==> config.mk <==
export PLATFORM = sky130hd
export DESIGN_NAME = arch_map_table
export DESIGN_NICKNAME = d
export VERILOG_FILES = /design/src/rtl/arch_map_table_pkg.sv /design/src/rtl/arch_map_table_free_compact.sv /design/src/rtl/arch_map_table.sv
export SDC_FILE = /design/constraint.sdc
export NUM_CORES = 1
export LEC_CHECK = 0
export ABC_AREA = 1
export BUFFER_PORTS_ARGS = -buffer_cell sky130_fd_sc_hd__buf_4
export CAP_MARGIN = 5
export CORE_UTILIZATION = 35
export CTS_CLUSTER_SIZE = 20
export DETAILED_ROUTE_END_ITERATION = 7
export GPL_ROUTABILITY_DRIVEN = 0
export PLACE_DENSITY = 0.57
export SYNTH_ARGS = -nofsm -noshare
export SYNTH_HDL_FRONTEND = slang
export SYNTH_HIERARCHICAL = 1
export SYNTH_SLANG_ARGS = --single-unit
==> constraint.sdc <==
create_clock -name clk -period 3 [get_ports clk]
set_input_delay 0.15 -clock clk [delete_from_list [all_inputs] [get_ports clk]]
set_output_delay 0.15 -clock clk [all_outputs]
set_load 0.1 [all_outputs]
==> src/rtl/arch_map_table_pkg.sv <==
// Shared sizing and the per-slot retire packet used by the architectural map table
// and by benches that drive the retire interface.
package sys_defs;

    localparam int ARCHREG_NUMBER = 32;
    localparam int PREG_NUMBER    = 64;
    localparam int ZERO_REG       = 0;
    localparam int ARCH_TAG_W     = $clog2(ARCHREG_NUMBER);
    localparam int PREG_TAG_W     = $clog2(PREG_NUMBER);

    typedef struct packed {
        logic                  en;
        logic                  dest_valid;
        logic [ARCH_TAG_W-1:0] dest_arch;
        logic [PREG_TAG_W-1:0] dest_preg;
        logic                  branch;
        logic                  mispredict;
    } retire_packet_t;

endpackage

==> src/rtl/arch_map_table_free_compact.sv <==
// Told selection for two retiring slots with same-arch forwarding, then lane compaction
// so the freelist always sees freed tags packed from lane 0.
module amt_free_compact #(
    parameter int AW = 5,
    parameter int PW = 6
) (
    input  logic [1:0]         free_i,
    input  logic [1:0][AW-1:0] dest_arch_i,
    input  logic [PW-1:0]      dest_preg0_i,
    input  logic [1:0][PW-1:0] map_told_i,
    output logic [1:0][PW-1:0] retire_tag_o,
    output logic [1:0]         retire_en_o
);

    logic [PW-1:0] told0;
    logic [PW-1:0] told1;

    always_comb begin
        told0 = map_told_i[0];
        // Slot 1 overwriting slot 0's arch frees the preg slot 0 just installed.
        if (free_i[0] && (dest_arch_i[1] == dest_arch_i[0])) begin
            told1 = dest_preg0_i;
        end else begin
            told1 = map_told_i[1];
        end
    end

    always_comb begin
        retire_tag_o = '0;
        retire_en_o  = 2'b00;
        unique case (free_i)
            2'b11: begin
                retire_tag_o[0] = told0;
                retire_tag_o[1] = told1;
                retire_en_o     = 2'b11;
            end
            2'b01: begin
                retire_tag_o[0] = told0;
                retire_en_o     = 2'b01;
            end
            2'b10: begin
                retire_tag_o[0] = told1;
                retire_en_o     = 2'b01;
            end
            default: begin
                retire_tag_o = '0;
                retire_en_o  = 2'b00;
            end
        endcase
    end

endmodule

==> src/rtl/arch_map_table.sv <==
// Committed architectural-to-physical map for a 2-wide retire stage; frees Told tags
// to the freelist and broadcasts the committed map on a retiring mispredict.
module arch_map_table #(
    parameter int ARCHREG_NUMBER = sys_defs::ARCHREG_NUMBER,
    parameter int PREG_NUMBER    = sys_defs::PREG_NUMBER
) (
    input  logic                                         clk,
    input  logic                                         reset,
    input  logic [1:0]                                   rob_retire_en_i,
    input  logic [1:0]                                   rob_dest_valid_i,
    input  logic [1:0][$clog2(ARCHREG_NUMBER)-1:0]       rob_dest_arch_i,
    input  logic [1:0][$clog2(PREG_NUMBER)-1:0]          rob_dest_preg_i,
    input  logic [1:0]                                   rob_branch_i,
    input  logic [1:0]                                   rob_mispredict_i,
    output logic [1:0][$clog2(PREG_NUMBER)-1:0]          retire_tag_o,
    output logic [1:0]                                   retire_en_o,
    output logic [1:0]                                   retire_branch_o,
    output logic [1:0]                                   branch_recover_o,
    output logic [ARCHREG_NUMBER-1:0][$clog2(PREG_NUMBER)-1:0] map_o,
    output logic                                         recover_valid_o
);

    localparam int AW = $clog2(ARCHREG_NUMBER);
    localparam int PW = $clog2(PREG_NUMBER);

    logic [ARCHREG_NUMBER-1:0][PW-1:0] map_q;
    logic [ARCHREG_NUMBER-1:0][PW-1:0] map_d;
    logic [1:0][PW-1:0]                retire_tag_q;
    logic [1:0][PW-1:0]                retire_tag_d;
    logic [1:0]                        retire_en_q;
    logic [1:0]                        retire_en_d;
    logic [1:0]                        retire_branch_q;
    logic [1:0]                        retire_branch_d;
    logic [1:0]                        branch_recover_q;
    logic [1:0]                        branch_recover_d;
    logic                              recover_valid_q;
    logic                              recover_valid_d;

    logic [1:0]         eff;
    logic [1:0]         mispredict;
    logic [1:0]         free;
    logic [1:0][PW-1:0] map_told;

    always_comb begin
        mispredict = rob_branch_i & rob_mispredict_i;
        eff[0]     = rob_retire_en_i[0];
        // Anything younger than a mispredicted branch is wrong-path and must be dropped.
        eff[1]     = rob_retire_en_i[1] & ~(eff[0] & mispredict[0]);
    end

    genvar gi;
    generate
        for (gi = 0; gi < 2; gi++) begin : g_slot
            assign free[gi] = eff[gi] & rob_dest_valid_i[gi]
                            & (rob_dest_arch_i[gi] != AW'(sys_defs::ZERO_REG));
            assign map_told[gi] = map_q[rob_dest_arch_i[gi]];
        end
    endgenerate

    amt_free_compact #(
        .AW (AW),
        .PW (PW)
    ) u_free_compact (
        .free_i       (free),
        .dest_arch_i  (rob_dest_arch_i),
        .dest_preg0_i (rob_dest_preg_i[0]),
        .map_told_i   (map_told),
        .retire_tag_o (retire_tag_d),
        .retire_en_o  (retire_en_d)
    );

    always_comb begin
        map_d = map_q;
        // Slot 1 is younger, so its write lands last when both target the same arch.
        if (free[0]) begin
            map_d[rob_dest_arch_i[0]] = rob_dest_preg_i[0];
        end
        if (free[1]) begin
            map_d[rob_dest_arch_i[1]] = rob_dest_preg_i[1];
        end
    end

    always_comb begin
        retire_branch_d     = eff & rob_branch_i;
        branch_recover_d    = 2'b00;
        if (eff[0] && mispredict[0]) begin
            branch_recover_d = 2'b01;
        end else if (eff[1] && mispredict[1]) begin
            branch_recover_d = 2'b11;
        end
        recover_valid_d = |branch_recover_d;
    end

    always_ff @(posedge clk) begin
        if (reset) begin
            for (int i = 0; i < ARCHREG_NUMBER; i++) begin
                map_q[i] <= PW'(i);
            end
            retire_tag_q     <= '0;
            retire_en_q      <= 2'b00;
            retire_branch_q  <= 2'b00;
            branch_recover_q <= 2'b00;
            recover_valid_q  <= 1'b0;
        end else begin
            map_q            <= map_d;
            retire_tag_q     <= retire_tag_d;
            retire_en_q      <= retire_en_d;
            retire_branch_q  <= retire_branch_d;
            branch_recover_q <= branch_recover_d;
            recover_valid_q  <= recover_valid_d;
        end
    end

    assign map_o            = map_q;
    assign retire_tag_o     = retire_tag_q;
    assign retire_en_o      = retire_en_q;
    assign retire_branch_o  = retire_branch_q;
    assign branch_recover_o = branch_recover_q;
    assign recover_valid_o  = recover_valid_q;

endmodule

# Word-level counts from Yosys, hierarchy flattened
# Index checks and enable logic that the tools add are counted.
dict set report word_totals {
  reg_bits 211
  latchBits 0
  ram_bits 0
  romBits 0
  input_bits 32
  out_inout_bits 211
  mem_count 0
}
dict set report classes {
  addsub 0
  n_mul 0
  div_mod_pow 0
  magnitude_cmp 4
  eq_ne 4
  shift 0
  muxes 17
  bitwise_logic 10
  reduce_logical 11
}
# op count
set ops {}
lappend ops {{$bwmux 192} 2}
lappend ops {{$mux 192} 2}
lappend ops {{$bmux 6 s5} 2}
lappend ops {{$demux 6 s5} 2}
lappend ops {{$mux 6} 5}
lappend ops {{$lt 5x6->1 const B} 2}
lappend ops {{$pmux 6 s2} 1}
lappend ops {{$ge 5x1->1 const B} 2}
lappend ops {{$reduce_bool 5->1} 2}
lappend ops {{$reduce_or 2->1} 4}
lappend ops {{$and 1x1->1} 6}
lappend ops {{$eq 5x5->1} 1}
lappend ops {{$logic_and 1x1->1} 5}
lappend ops {{$and 2x2->2} 2}
lappend ops {{$eq 2x2->1 const B} 2}
lappend ops {{$mux 2} 2}
lappend ops {{$pmux 2 s2} 1}
lappend ops {{$eq 2x1->1 const B} 1}
lappend ops {{$not 1->1} 2}

# Logic depth before layout (Yosys ltp)
dict set report logic_depth {
  word_depth 9
  depth_mapped 17
}

# Cells and area by module
# The synthesis kept the hierarchy.
# mod n_inst cells_per_inst area_each_um2
set modules_own_cells {}
lappend modules_own_cells {arch_map_table 1 2552 13898.3}
lappend modules_own_cells {amt_free_compact 1 84 376.6}

# Least setup slack after synthesis
# OpenSTA, ideal clock, no wires.
dict set report synth_timing {
  path_type {register to register}
  start {register map_q (netlist bit map_o[180])}
  end {register retire_tag_q (netlist bit retire_tag_o[6])}
  setup_time_ns 0.065
  t_arrival_ns 1.842
  required_ns 2.935
  setup_slack_ns 1.093
  path_stages_with_launch 15
  n_path_buf 0
  synth_period_minus_slack_ns 1.907
  cell_sequence {dfxtp_1 inv_1 o21ai_0 nand2_1 nand2_1 nand2_1 nand2_1 nor2_1 nand2_1 inv_1 nand2_1 nand2_1 nor2_1 inv_1 nor2_1}
}
# element line
set synth_rtl {}
lappend synth_rtl {{start: declaration} arch_map_table.sv:26} ;# logic [ARCHREG_NUMBER-1:0][PW-1:0] map_q;
lappend synth_rtl {{start signal: indexed assignment} arch_map_table.sv:97} ;# map_q[i] <= PW'(i);
lappend synth_rtl {{start signal: assignment} arch_map_table.sv:105} ;# map_q <= map_d;
lappend synth_rtl {{end signal: assignment} arch_map_table.sv:106} ;# retire_tag_q <= retire_tag_d;
lappend synth_rtl {{end: declaration} arch_map_table.sv:28} ;# logic [1:0][PW-1:0] retire_tag_q;

==> results.txt <==
Worst-path clk slew: 0.06 ns
kind of critical path: input pin to flip-flop
CTS tree: yes
Top-Level Pins: 243
Netlist Area Pre-Place: 14300 µm²
Area Growth Syn to Fin: 22.1%
Clock Tree Root: clkbuf_16
Fin Setup TNS: 0 ns
R2R depth: 12
H-Tree Level Count: 1
layout cell share with drive strength beyond 1: 0.126
sw power: 0.00233 W
top-count cell post-synth: nand2_1
pwr dens: 421 nW/µm²
setup violators final: 0
Critical Path RT: 3.49 ns
CP top delay family: buffers and inverters
HP Start: rob_retire_en_i[0]
startpoint types: input pin
Fill cells: 4318
initial antenna violation count: 1
aggregate global-route resource usage: 0.322
global-route wire length before repair: 101000 µm
Slew HR: 0.429
Least-Margin Pin Slew: 0.856 ns
Yosys warning count: 6
DR vias: 17848
Final Slew Violations: 0
R2R Path End: retire_tag_o[7]
dominant cells by area after synthesis: dfxtp_1, nand2_1, nor2_1
critical path endpoint category: flip-flop
Int Power: 0.00501 W
Final ANT Viol Nets: 0
largest net degree at the start of global routing: 82
Post-CTS Resized: 0
Worst-Skew Late Latency: 0.55 ns
routed wire length: 69000 µm
Net Count, Synth: 2668
CP max stage delay: 0.36 ns
# rows: 73
Max FO, Critical Path: 28
Placed Area: 16500 µm²
Leakage: 9.38 nW
clock buffer count from CTS: 25
GR Overflow Total: 0
placed instance count: 3293
Reg-to-Reg Start: map_o[85]
asr flop ratio synth: 0
Max Cap Viol: 0
Non-Filler Instances: 3349
drt via density: 5.33
sequential area share after synthesis: 0.295
Worst Hold Endpoint: branch_recover_o[0]
Cells after Synth: 2636
final hold vios: 0
Crit-path slowest cell: buf_4
outcome: complete, no violations
Worst Hold Class: input pin to flip-flop
Synth Register Bits: 210
reg2reg setup slack: 1.31 ns
Clock Skew: 0.0107 ns
Max IR drop VDD: 327 µV
first-iteration detailed-routing DRC count: 2115
Die Height: 204 µm
final period utilization: 0.699
RSZ-0062 raised after global routing: no
Syn Area/Cell: 5.42 µm²
setup bufs post-CTS: 0
vias in the first global route: 15993
IO Port Bufs: 242
core area: 40000 µm²
crit path buf inv count: 5
clock period minus worst slack: 2.10 ns
clk buf depth: 3
drt wl/cell: 20.6 µm
Initial Utilization: 0.357
First-pass DRT Iterations: 8
Yosys top cell area share: 0.295
DRC violations left: 0
ys flop type: dfxtp_1
CTS Sinks: 210
Crit. path cell count: 15
clock power share: 0.435
DIE AREA: 41600 µm²
EDFF count, synth: 0
dominant cell type by area after synthesis: dfxtp_1
crit-path cells: buf_4 -> inv_2 -> buf_4 -> nor2_2 -> buf_4 -> a21oi_1 -> nand2_1 -> nand2_1 -> nand2_1 -> nor2_1 -> nand2_1 -> nand2_1 -> a21oi_1 -> inv_1 -> nor2_1
Sequential Power Share: 0.391
Post-DP HPWL: 48600 µm
CP arrival: 2.58 ns
Fmax: 0.477 GHz
combinational share of power: 0.174
hold_buf cts: 10
hold path depth: 5
synth cell count leaders: nand2_1, nor2_1, o21ai_0
Sw Share: 0.317
Chip Width: 204 µm
most frequent CP cell: nand2_1
post-route cell area: 17400 µm²
final net count: 2837
unique cell type count in the Yosys netlist: 28
## power groups by stage
stage / clock network, W / logic (W) / registers (W)
after global placement: 0 / 0.00122 / 0.00293
after floorplan: 0 / 0.000553 / 0.00317
after detailed placement: 0 / 0.00122 / 0.00293
final: 0.00319 / 0.00128 / 0.00287
after CTS: 0.00323 / 0.00124 / 0.00287
after global routing: 0.00334 / 0.00134 / 0.00287
## cell type report
class,instances,area (µm²),share of cell area
sequential,210,4200,0.241
inverter,270,1020,0.0584
timing repair buffer,292,2270,0.130
multi-input combinational,2006,8430,0.483
clock buffer,35,753,0.0432
clock inverter,10,104,0.00596
antenna,1,2.50,0.000144
tap,525,657,0.0377
## layer usage
layer,vias to the layer above,share of wire,wire (µm),GRT usage
li1,8512,-,-,-
met1,8132,0.41,28500,0.443
met4,0,0.041,2840,0.139
met2,1041,0.43,29800,0.490
met5,-,0,0,0
met3,163,0.11,7810,0.0569
## registers in the layout, indices dropped and copies added (netlist names)
name	flops
retire_tag_o	12
retire_branch_o	2
retire_en_o	2
map_o	192
branch_recover_o	2
## worst max path at each step
stage                        from          endpoint
5_1_grt           rob_branch_i[0]        map_o[161]
3_3_place_gp   rob_dest_arch_i[6]  retire_tag_o[10]
6_report       rob_dest_arch_i[6]  retire_tag_o[10]
2_1_floorplan          map_o[180]   retire_tag_o[6]
4_1_cts        rob_dest_arch_i[6]  retire_tag_o[10]
3_5_place_dp   rob_dest_arch_i[6]  retire_tag_o[10]
## worst min-delay path, delay by kind of cell
family        cells  cell delay (ns)
simple gates      3             0.25
buf+inv           2             0.13
## metrics by stage
| stage | total power [W] | setup slack (ns) | hold slack (ns) | util |
|---|---|---|---|---|
| after CTS | 0.00734 | 1.04 | 0.0129 | 0.436 |
| after floorplan | 0.00373 | 1.09 | 0.221 | - |
| after global routing | 0.00755 | 0.720 | 0.0696 | 0.436 |
| after detailed placement | 0.00415 | 0.472 | 0.386 | 0.412 |
| after global placement | 0.00415 | 0.483 | 0.379 | 0.412 |
| final | 0.00734 | 0.904 | 0.0165 | 0.436 |
## cell families (layout without fill, tap and decap cells)
logic type | Yosys count | in the layout | share of synthesized area
simple gates | 1663 | 1663 | 0.467
flops | 210 | 210 | 0.295
compound gates | 342 | 342 | 0.123
other cells | 0 | 1 | 0
xor+xnor | 1 | 1 | 0.000614
buf+inv | 420 | 607 | 0.115
## placed cells by master (no fill, tap or decap), drive strengths merged
cell,count
nand2,959
nor2,449
o21ai,286
buf,282
inv,269
nand3,248
dfxtp,210
a21oi,41
clkbuf,35
o211ai,15
dlygate4sd3,10
clkinv,9
nor3,4
nand4,3
bufinv,2
diode,1
xor2,1
Note: power is estimated with default switching activity, not from simulation.
